$ cat config.mk
export PLATFORM = sky130hd
export DESIGN_NAME = writeback_stage
export DESIGN_NICKNAME = d
export VERILOG_FILES = /design/src/rtl/wb_pkg.sv /design/src/rtl/wb_pipe_reg.sv /design/src/rtl/writeback_stage.sv
export SDC_FILE = /design/constraint.sdc
export NUM_CORES = 1
export LEC_CHECK = 0
export ABC_AREA = 1
export ABC_CLOCK_PERIOD_IN_PS = 1600
export BUFFER_PORTS_ARGS = -buffer_cell sky130_fd_sc_hd__buf_2
export CAP_MARGIN = 20
export CORE_AREA = 2 2 77 79
export DETAILED_ROUTE_END_ITERATION = 6
export DIE_AREA = 0 0 79 81
export GPL_TIMING_DRIVEN = 0
export PLACE_DENSITY_LB_ADDON = 0.2
export SLEW_MARGIN = 20
export SYNTH_ARGS = -nofsm -noshare
export SYNTH_HDL_FRONTEND = slang
export SYNTH_SLANG_ARGS = --single-unit
$ cat constraint.sdc
create_clock -name clk -period 1.6 [get_ports clk]
set_clock_uncertainty 0.15 [all_clocks]
set_input_delay 0.32 -clock clk [delete_from_list [all_inputs] [get_ports clk]]
set_output_delay 0.32 -clock clk [all_outputs]
set_load 0.02 [all_outputs]
$ cat src/rtl/wb_pkg.sv
// Shared widths, write-back source encodings and control payload for the write-back stage.
// The register-file enables are derived here so the collision rule lives in one place.
package wb_pkg;

  localparam int unsigned DATA_WIDTH     = 16;
  localparam int unsigned REG_ADDR_WIDTH = 3;
  localparam int unsigned WB_COUNT_WIDTH = 16;

  localparam logic WB_SEL_ALU = 1'b0;
  localparam logic WB_SEL_MEM = 1'b1;

  typedef struct packed {
    logic valid;
    logic write_low;
    logic write_high;
  } wb_ctrl_t;

  localparam int unsigned WB_CTRL_WIDTH = $bits(wb_ctrl_t);

  // On a destination collision the low write wins and the high write is dropped.
  function automatic wb_ctrl_t wb_make_ctrl(
    input logic valid,
    input logic write_low,
    input logic write_high,
    input logic dst_match
  );
    wb_ctrl_t c;
    c.valid      = valid;
    c.write_low  = valid & write_low;
    c.write_high = valid & write_high & ~(write_low & write_high & dst_match);
    return c;
  endfunction

endpackage

$ cat src/rtl/wb_pipe_reg.sv
// Pipeline register with async active-low clear, load enable and synchronous bubble load.
// Bubble load takes priority over the data input whenever the enable is set.
module wb_pipe_reg #(
  parameter int unsigned      WIDTH  = 1,
  parameter logic [WIDTH-1:0] BUBBLE = '0
) (
  input  logic             clk,
  input  logic             reset,
  input  logic             en,
  input  logic             bubble,
  input  logic [WIDTH-1:0] d,
  output logic [WIDTH-1:0] q
);

  always_ff @(posedge clk or negedge reset) begin
    if (!reset) begin
      q <= '0;
    end else if (en) begin
      q <= bubble ? BUBBLE : d;
    end
  end

endmodule

$ cat src/rtl/writeback_stage.sv
// Memory-to-write-back pipeline stage: selects write data, resolves enable collisions and
// presents flop-direct register-file write ports plus a retired-instruction counter.
module writeback_stage
  import wb_pkg::*;
#(
  parameter int unsigned DATA_WIDTH     = wb_pkg::DATA_WIDTH,
  parameter int unsigned REG_ADDR_WIDTH = wb_pkg::REG_ADDR_WIDTH
) (
  input  logic                      clk,
  input  logic                      reset,
  input  logic                      mem_valid,
  input  logic                      mem_reg_write_low,
  input  logic                      mem_reg_write_high,
  input  logic                      mem_wb_sel,
  input  logic [REG_ADDR_WIDTH-1:0] mem_reg_dst_low,
  input  logic [REG_ADDR_WIDTH-1:0] mem_reg_dst_high,
  input  logic [DATA_WIDTH-1:0]     mem_alu_low,
  input  logic [DATA_WIDTH-1:0]     mem_alu_high,
  input  logic [DATA_WIDTH-1:0]     mem_read_data,
  input  logic                      stall,
  input  logic                      flush,
  output logic                      reg_write_low,
  output logic                      reg_write_high,
  output logic [REG_ADDR_WIDTH-1:0] reg_dst_low,
  output logic [REG_ADDR_WIDTH-1:0] reg_dst_high,
  output logic [DATA_WIDTH-1:0]     data_to_be_written_low,
  output logic [DATA_WIDTH-1:0]     data_to_be_written_high,
  output logic                      wb_valid,
  output logic [WB_COUNT_WIDTH-1:0] wb_count
);

  localparam int unsigned IDX_WIDTH = 2 * REG_ADDR_WIDTH;
  localparam int unsigned DAT_WIDTH = 2 * DATA_WIDTH;

  logic                  load_en;
  logic                  count_inc;
  logic                  dst_match;
  wb_ctrl_t              ctrl_d;
  wb_ctrl_t              ctrl_q;
  logic [DATA_WIDTH-1:0] data_low_d;
  logic [IDX_WIDTH-1:0]  idx_q;
  logic [DAT_WIDTH-1:0]  dat_q;

  assign load_en   = ~stall | flush;
  assign count_inc = mem_valid & ~stall & ~flush;

  // All selection happens ahead of the flops so the outputs are pure flop outputs.
  always_comb begin
    dst_match  = (mem_reg_dst_low == mem_reg_dst_high);
    ctrl_d     = wb_make_ctrl(mem_valid, mem_reg_write_low, mem_reg_write_high, dst_match);
    data_low_d = (mem_wb_sel == WB_SEL_MEM) ? mem_read_data : mem_alu_low;
  end

  wb_pipe_reg #(
    .WIDTH (WB_CTRL_WIDTH)
  ) u_ctrl_reg (
    .clk    (clk),
    .reset  (reset),
    .en     (load_en),
    .bubble (flush),
    .d      (ctrl_d),
    .q      (ctrl_q)
  );

  wb_pipe_reg #(
    .WIDTH (IDX_WIDTH)
  ) u_idx_reg (
    .clk    (clk),
    .reset  (reset),
    .en     (load_en),
    .bubble (flush),
    .d      ({mem_reg_dst_low, mem_reg_dst_high}),
    .q      (idx_q)
  );

  wb_pipe_reg #(
    .WIDTH (DAT_WIDTH)
  ) u_data_reg (
    .clk    (clk),
    .reset  (reset),
    .en     (load_en),
    .bubble (flush),
    .d      ({data_low_d, mem_alu_high}),
    .q      (dat_q)
  );

  always_ff @(posedge clk or negedge reset) begin
    if (!reset) begin
      wb_count <= '0;
    end else if (count_inc) begin
      wb_count <= wb_count + WB_COUNT_WIDTH'(1);
    end
  end

  assign wb_valid                = ctrl_q.valid;
  assign reg_write_low           = ctrl_q.write_low;
  assign reg_write_high          = ctrl_q.write_high;
  assign reg_dst_low             = idx_q[IDX_WIDTH-1:REG_ADDR_WIDTH];
  assign reg_dst_high            = idx_q[REG_ADDR_WIDTH-1:0];
  assign data_to_be_written_low  = dat_q[DAT_WIDTH-1:DATA_WIDTH];
  assign data_to_be_written_high = dat_q[DATA_WIDTH-1:0];

endmodule

==> results.json, run 1 <==
{
  "regArea_sq_um": 1430,
  "yosysTopAreaCellShare_pct": 57.9,
  "worstPathRequired_ns": 1.71,
  "start_kind": "register",
  "p_leak_uw": 0.00189,
  "drv_cap": 0,
  "core_sq_um": 5680,
  "synth_area_per_cell_sq_um": 9.63,
  "dpl.cell_count": 448,
  "synth_top_area_cell": "dfrtp_1",
  "fin_tns_setup_ns": 0,
  "synth_edf_count": 0,
  "ys_warn_count": 0,
  "vias": 2269,
  "first_iter_violations": 71,
  "hpwl_um": 4440,
  "syn2layout_area_growth_pct": 39.1,
  "path_class": "reg2reg",
  "syn_area_sq_um": 2460,
  "path_clk_slew_ns": 0.07,
  "final_common_cell": "buf_2",
  "multiInputGateArea_sq_um": 925,
  "seq_area_frac_synth_pct": 57.9,
  "period_share_pct": 94.6,
  "cp-end-kind": "register",
  "async_reset_ff_share_pct": 100,
  "ant_nets": 0,
  "netlist_instances": 256,
  "hold_path.class": "in2reg",
  "ir_worst_vdd_v": 0.000623,
  "grt_pass1_wl_um": 9770,
  "maxClockFrequency_mhz": 660,
  "drc": 0,
  "grt_max_degree": 58,
  "cts_tree": "yes",
  "final_cell_mix": "buf_2, dfrtp_1, nand2_1",
  "cts_buffers": 9,
  "crit_fanout": 4,
  "setup_violations": 0,
  "fill_cells": 537,
  "antenna_found_initial": 0,
  "final_cells": 467,
  "wirelength_um": 6160,
  "p_per_area_nw_per_um2": 1140,
  "min_period_ns": 1.51,
  "diodes": 0,
  "die_y_um": 81,
  "htreeDepth": 3,
  "arrival_ns": 1.62,
  "start_util_pct": 43.4,
  "worst_pin_slew_ns": 0.702,
  "hold_viol_final": 0,
  "numPortBuffers": 117,
  "io_pins": 119,
  "grt-ovfl-total": 0,
  "viasPerCell": 4.86,
  "run_status": "completed",
  "grtUsageTotal_pct": 20.0,
  "clk_latency_ns": 0.33,
  "synth_seq_cells": 57,
  "nets": 450,
  "synth_ff_type": "dfrtp_1",
  "cts_root_buffer": "clkbuf_8",
  "die_x_um": 79,
  "synthTopCellsByArea": "dfrtp_1, nand2_1, a22o_1",
  "synth_nets": 319,
  "grt_pass1_vias": 2049,
  "ys_types": 20,
  "slew_headroom_pct": 53.2,
  "rows": 28,
  "cts.path.max_buffers": 2,
  "dr.pass1.iters": 4,
  "cts.sink_count": 57,
  "layout-drive-gt1-share_pct": 38.5,
  "dieArea_sq_um": 6400,
  "wire_per_inst_um": 13.2,
  "place.gp.congestion": 0.796,
  "drv_slew": 0
}
-- Yosys cell counts, types with 3 or more instances --
cell type / n
dfrtp_1: 57
nand2_1: 53
o21ai_0: 34
nor2_1: 25
a22o_1: 20
inv_1: 19
xnor2_1: 9
buf_2: 8
nand3_1: 7
nand4_1: 5
xor2_1: 4
nor3_1: 3
-- final cells by class --
type | instances | share of cell area, %
sequential | 57 | 41.6
clock buffer | 11 | 4.42
clock inverter | 5 | 2.26
timing repair buffer | 120 | 17.9
tap | 75 | 2.74
multi-input combinational | 168 | 27.0
inverter | 19 | 2.08
buffer | 12 | 2.04
-- path summary, 6_finish.rpt --
path | from | end | slack, ns | cells past startpoint
setup / recovery | wb_count[0]$_DFFE_PN0P_ | wb_count[6]$_DFFE_PN0P_ | 0.09 | 5
hold / removal | mem_alu_high[11] | u_data_reg.q[11]$_DFFE_PN0P_ | 0.07 | 2
setup reg to reg | wb_count[0]$_DFFE_PN0P_ | wb_count[6]$_DFFE_PN0P_ | 0.09 | 5
hold reg to reg | u_data_reg.q[27]$_DFFE_PN0P_ | u_data_reg.q[27]$_DFFE_PN0P_ | 0.33 | 2
max in group asynchronous | reset | u_data_reg.q[1]$_DFFE_PN0P_ | 0.39 | 2
min in group asynchronous | reset | u_data_reg.q[9]$_DFFE_PN0P_ | 0.42 | 2
-- critical path, stage by stage (launching register included) --
cell and delay [ns]:
dfrtp_1 0.44, ha_4 0.18, nand3_4 0.10, nor3_4 0.27, buf_4 0.16, xor2_1 0.14
-- registers in the layout, indices dropped and copies added, names as in the netlist --
signal	cells
wb_count	16
u_idx_reg.q	6
u_data_reg.q	32
u_ctrl_reg.q	3
-- per-layer routing --
layer / part of all wire [%] / track usage [%] / up-vias / routed length [um]
li1: - / - / 1118 / -
met1: 44 / 26.4 / 1037 / 2710
met2: 45 / 30.3 / 98 / 2780
met3: 8.1 / 5.56 / 16 / 496
met4: 2.7 / 10.5 / 0 / 169
met5: 0 / 0 / - / 0
-- per-stage QoR --
stage	power, uW	setup WS (ns)	util, %	hold WS [ns]	instance area [sq um]
after global placement	2310	-0.0164	55.4	0.313	3140
after global routing	4080	-0.00131	60.4	0.0706	3430
after detailed placement	2320	-0.00738	55.4	0.271	3150
after floorplan	2030	0.0396	-	-0.126	2460
final	3900	0.0858	60.4	0.0692	3430
after CTS	3850	0.0416	59.7	0.0558	3390
-- logic make-up after synthesis --
kind of cell,after synthesis,share of synthesized area (%)
flip-flops,57,57.9
AO/OA/AOI/OAI,57,14.6
adder cells (fa/ha/maj),1,0.508
AND/OR/NAND/NOR,97,16.6
XOR/XNOR,13,4.62
buffers and inverters,31,5.74
-- what timing repair did --
item,CTS,global route
endpoints found under the setup margin,1,3
resized for setup,0,5
hold endpoints to repair,57,0
hold buffers,1,0
pin swaps,1,2
cloned,0,0
setup buffers,0,2
-- report_power, final --
group	internal (uW)	leakage, uW	total (uW)	switching, uW
Combinational	282	0.00103	679	397
Clock	956	0.000115	1530	570
Sequential	1560	0.000749	1690	129
Note: power is estimated with default switching activity, not from simulation.
==> run 2: changes to the inputs <==
--- a/config.mk
+++ b/config.mk
@@ -12,8 +12,7 @@
 export CORE_AREA = 2 2 77 79
 export DETAILED_ROUTE_END_ITERATION = 6
 export DIE_AREA = 0 0 79 81
-export GPL_TIMING_DRIVEN = 0
-export PLACE_DENSITY_LB_ADDON = 0.2
+export PLACE_DENSITY = 0.77
 export SLEW_MARGIN = 20
 export SYNTH_ARGS = -nofsm -noshare
 export SYNTH_HDL_FRONTEND = slang
==> run 2 against run 1 <==
Core utilization shrank 1.8 points. Combinational power increased by 4.4%. Flip-flop and latch count is the same. Die area is the same. Register-to-register slack improved by 0.03 ns. Critical path depth is 3 lower.
==> results.json, run 2 (same netlist as run 1, synthesis figures left out) <==
{
  "viasPerCell": 4.91,
  "cts_tree": "yes",
  "cp-end-kind": "output port",
  "path_class": "reg2out",
  "rows": 28,
  "largest_register_ffs": 32,
  "p_per_area_nw_per_um2": 1030,
  "die_y_um": 81,
  "path_clk_slew_ns": 0.06,
  "grt-ovfl-total": 0,
  "largest_register": "u_data_reg.q",
  "rsz0062_at_grt": "no",
  "layout-drive-gt1-share_pct": 37.6,
  "crit_fanout": 3,
  "min_period_ns": 1.50,
  "p_leak_uw": 0.00184,
  "setup_violations": 0,
  "grt_max_degree": 58,
  "maxClockFrequency_mhz": 667,
  "finalPower_uw": 3440,
  "start_util_pct": 43.4,
  "hpwl_um": 4500,
  "hold_viol_final": 0,
  "swShare_pct": 30.5,
  "drc": 0,
  "hold-worst-slack_ns": 0.0709,
  "slew_headroom_pct": 73.1,
  "worstPathRequired_ns": 1.13,
  "first_iter_violations": 119,
  "p_clk_share_pct": 30.7,
  "final_common_cell": "buf_2",
  "grt_pass1_vias": 2165,
  "final_cell_mix": "buf_2, dfrtp_1, nand2_1",
  "vias": 2263,
  "hp-start": "mem_alu_high[10]",
  "startpoint": "wb_count[0]$_DFFE_PN0P_",
  "numPortBuffers": 118,
  "hold_path.class": "in2reg",
  "place.gp.congestion": 0.887,
  "dr.pass1.iters": 4,
  "pwr-share-comb_pct": 20.6,
  "antenna_found_initial": 0,
  "period_share_pct": 93.7,
  "dp_slack_ns": 0.00896,
  "ir_worst_vdd_v": 0.000578,
  "fin_tns_setup_ns": 0,
  "run_status": "completed",
  "htreeDepth": 3,
  "largestRegisters": "u_data_reg.q (32), wb_count (16), u_idx_reg.q (6)",
  "dieArea_sq_um": 6400,
  "start_kind": "register",
  "nets": 446,
  "syn2layout_area_growth_pct": 35.0,
  "rr_startpoint": "wb_count[0]$_DFFE_PN0P_",
  "wire_per_inst_um": 13.3,
  "power_frac_seq_pct": 48.7,
  "grtUsageTotal_pct": 20.0,
  "diodes": 0,
  "fill_cells": 518,
  "core_sq_um": 5680,
  "internal_power_uw": 2390,
  "cts_root_buffer": "clkbuf_8",
  "grt_pass1_wl_um": 9870,
  "ant_nets": 0,
  "worst_pin_slew_ns": 0.404,
  "cts.path.max_buffers": 2,
  "io_pins": 119,
  "cts_buffers": 9,
  "power_switching_uw": 1050,
  "wirelength_um": 6140,
  "clk_latency_ns": 0.33,
  "die_x_um": 79,
  "layout_setup_ws_ns": 0.100,
  "drv_slew": 0,
  "cts.sink_count": 57,
  "arrival_ns": 1.03,
  "drv_cap": 0
}
## run 2: cell types whose count changed in the layout (fill, tap and decap cells not counted), sizes merged
cell / before / now
buf: 129 / 127
bufinv: 2 / 0
clkbuf: 13 / 10
clkinv: 2 / 3
## run 2: final cells by class
cell class	instances	area, sq um	share of cell area (%)
inverters	19	71.3	2.14
well taps	75	93.8	2.82
clock inverters	4	22.5	0.677
flip-flops and latches	57	1430	42.9
clock buffers	10	128	3.84
multi-input cells	168	905	27.2
repair buffers	128	681	20.5
## run 2: path summary, 6_finish.rpt
check / end / slack [ns] / cells past startpoint
max: wb_count[0] / 0.10 / 2
min: u_data_reg.q[10]$_DFFE_PN0P_ / 0.07 / 2
max reg2reg: wb_count[10]$_DFFE_PN0P_ / 0.12 / 5
min reg2reg: u_ctrl_reg.q[2]$_DFFE_PN0P_ / 0.32 / 2
max in group asynchronous: wb_count[15]$_DFFE_PN0P_ / 0.67 / 3
min in group asynchronous: wb_count[7]$_DFFE_PN0P_ / 0.37 / 3
## run 2: per-layer routing
layer / wire length [um] / GRT usage (%)
met5: 0 / 0
met4: 204 / 10.5
met3: 449 / 5.67
met2: 2910 / 31.9
met1: 2570 / 25.0
## run 2: repair_timing
| item | in CTS | in global routing |
|---|---|---|
| endpoints found under the setup margin | 0 | 3 |
| gates resized for setup | 0 | 1 |
| endpoints found under the hold margin | 57 | 0 |
| hold buffers | 1 | 0 |
| setup buffers | 0 | 3 |
## run 2: power by group through the flow
stage / logic, uW / clock network [uW] / registers (uW)
2_1_floorplan: 194 / 0 / 1830
3_3_place_gp: 632 / 0 / 1690
3_5_place_dp: 645 / 0 / 1700
4_1_cts: 647 / 1090 / 1680
5_1_grt: 773 / 1170 / 1690
6_report: 709 / 1060 / 1670
## run 2: metrics by stage
stage               cell area [sq um]  std cells  utilization (%)
finish                           3330        461             58.6
floorplan                        2460        256                -
global route                     3330        461             58.6
CTS                              3300        458             58.1
global placement                 3140        443             55.3
detailed placement               3140        443             55.3
## run 2: critical path: stages, from the launching register on
cell	delay (ns)
dfrtp_1	0.40
buf_4	0.15
buf_2	0.15
==> run 3: changes to the inputs <==
--- a/config.mk
+++ b/config.mk
@@ -9,10 +9,12 @@
 export ABC_CLOCK_PERIOD_IN_PS = 1600
 export BUFFER_PORTS_ARGS = -buffer_cell sky130_fd_sc_hd__buf_2
 export CAP_MARGIN = 20
-export CORE_AREA = 2 2 77 79
+export CELL_PAD_IN_SITES_DETAIL_PLACEMENT = 1
+export CELL_PAD_IN_SITES_GLOBAL_PLACEMENT = 1
+export CORE_AREA = 2 2 90 92
 export DETAILED_ROUTE_END_ITERATION = 6
-export DIE_AREA = 0 0 79 81
-export PLACE_DENSITY = 0.77
+export DIE_AREA = 0 0 92 94
+export PLACE_DENSITY_LB_ADDON = 0.1
 export SLEW_MARGIN = 20
 export SYNTH_ARGS = -nofsm -noshare
 export SYNTH_HDL_FRONTEND = slang
==> run 3 against run 2 <==
Register-to-register slack hardly changed. Clock power is 15% higher. Cell area is 2.3% higher. Worst hold slack better by 0.0057 ns. Highest routed layer unchanged. Via count hardly changed. Cell count is 5.9% higher. Flip-flop and latch count stayed put. Core utilization is 14 points lower.
==> results.json, run 3 (same netlist as run 1, synthesis figures left out) <==
{
  "run_status": "completed",
  "ant_nets": 0,
  "final_common_cell": "buf_2",
  "io_pins": 119,
  "drv_slew": 0,
  "clk_latency_ns": 0.32,
  "cts.sink_count": 57,
  "slowest_delay_ns": 0.40,
  "wirelength_um": 7080,
  "cts_tree": "yes",
  "first_iter_violations": 38,
  "start_util_pct": 32.4,
  "cts_buffers": 9,
  "nets": 445,
  "die_x_um": 92,
  "diodes": 0,
  "cp-end-kind": "output port",
  "grtUsageTotal_pct": 17.4,
  "hold_viol_final": 0,
  "cts_root_buffer": "clkbuf_8",
  "layout-drive-gt1-share_pct": 38.1,
  "p_leak_uw": 0.00186,
  "arrival_ns": 1.02,
  "placed_cell_area_sq_um": 3190,
  "min_period_ns": 1.49,
  "syn2layout_area_growth_pct": 38.1,
  "numPortBuffers": 118,
  "maxClockFrequency_mhz": 672,
  "crit_fanout": 3,
  "p_per_area_nw_per_um2": 1050,
  "fin_tns_setup_ns": 0,
  "rr_startpoint": "wb_count[0]$_DFFE_PN0P_",
  "hpwl_um": 5000,
  "largest_register": "u_data_reg.q",
  "fill_cells": 934,
  "start_kind": "register",
  "hold_path.class": "in2reg",
  "layout_setup_ws_ns": 0.111,
  "period_share_pct": 93.0,
  "startpoint": "wb_count[0]$_DFFE_PN0P_",
  "rows": 32,
  "final_area_sq_um": 3400,
  "htreeDepth": 3,
  "final_cell_mix": "buf_2, dfrtp_1, nand2_1",
  "dp_slack_ns": -0.0848,
  "vias": 2262,
  "largestRegisters": "u_data_reg.q (32), wb_count (16), u_idx_reg.q (6)",
  "grt_pass1_vias": 2352,
  "largest_register_ffs": 32,
  "cts.path.max_buffers": 2,
  "wire_per_inst_um": 14.5,
  "path_clk_slew_ns": 0.06,
  "crit_chain": "buf_4 > buf_2",
  "viasPerCell": 4.64,
  "antenna_found_initial": 0,
  "slew_headroom_pct": 68.6,
  "core_sq_um": 7610,
  "grt_max_degree": 58,
  "worst_pin_slew_ns": 0.470,
  "rsz0062_at_grt": "no",
  "hold-worst-slack_ns": 0.0766,
  "place.gp.congestion": 0.749,
  "worstPathRequired_ns": 1.13,
  "hp-start": "mem_alu_high[6]",
  "path_class": "reg2out",
  "setup_violations": 0,
  "dr.pass1.iters": 5,
  "critical-path-slowest-cell": "dfrtp_1",
  "dieArea_sq_um": 8650,
  "grt-ovfl-total": 0,
  "ir_worst_vdd_v": 0.000635,
  "grt_pass1_wl_um": 11700,
  "drv_cap": 0,
  "drc": 0,
  "die_y_um": 94
}
-- run 3: cell types whose count changed in the layout (fill, tap and decap cells not counted) --
cell / change
nor2_4: +1
buf_4: -2
clkinvlp_4: -1
clkbuf_8: +3
ha_1: -1
buf_12: +1
ha_2: +1
clkbuf_1: -1
nor2_2: -1
-- run 3: path summary, 6_finish.rpt --
path / end / slack (ns) / depth (start not counted)
max: wb_count[0] / 0.11 / 2
max in group asynchronous: u_idx_reg.q[4]$_DFFE_PN0P_ / 0.66 / 3
max reg2reg: wb_count[10]$_DFFE_PN0P_ / 0.13 / 5
min reg2reg: u_ctrl_reg.q[0]$_DFFE_PN0P_ / 0.33 / 2
min in group asynchronous: u_data_reg.q[6]$_DFFE_PN0P_ / 0.39 / 3
min: u_data_reg.q[6]$_DFFE_PN0P_ / 0.08 / 2
-- run 3: repair_timing --
action	in CTS	in global routing
hold buffers	1	0
hold endpoints to repair	57	0
buffers inserted	0	2
resized for setup	0	2
setup endpoints to repair	0	4
-- run 3: layout make-up --
class | instances | area (sq um) | share of cell area, %
clock buffers | 12 | 165 | 4.85
clock inverters | 3 | 15.0 | 0.441
inverters | 19 | 71.3 | 2.10
multi-input cells | 168 | 912 | 26.8
flip-flops and latches | 57 | 1430 | 41.9
well taps | 102 | 128 | 3.75
repair buffers | 127 | 686 | 20.1
-- run 3: report_power, final --
| group | total [uW] | internal [uW] | switching, uW | leakage, uW |
|---|---|---|---|---|
| sequential | 1670 | 1560 | 103 | 0.000749 |
| combinational | 694 | 282 | 412 | 0.00101 |
| clock | 1220 | 672 | 550 | 0.0000980 |
-- run 3: per-layer routing --
metal / vias to the layer above / wire, um / track usage, %
met5: - / 0 / 0
met3: 7 / 496 / 3.61
met1: 1070 / 3420 / 24.3
met2: 86 / 3090 / 26.8
li1: 1099 / - / -
met4: 0 / 70 / 5.97
-- run 3: metrics by stage --
stage	std cells	util [%]	total power [uW]
2_1_floorplan	256	-	2030
3_3_place_gp	470	41.9	2340
3_5_place_dp	470	41.9	2340
4_1_cts	486	44.4	3600
5_1_grt	488	44.7	3810
6_report	488	44.7	3580
-- run 3: worst max-delay path: cells and delay by family, from the launching register on --
family,cells,cell delay (ns)
DFF,1,0.40
buffers and inverters,2,0.30
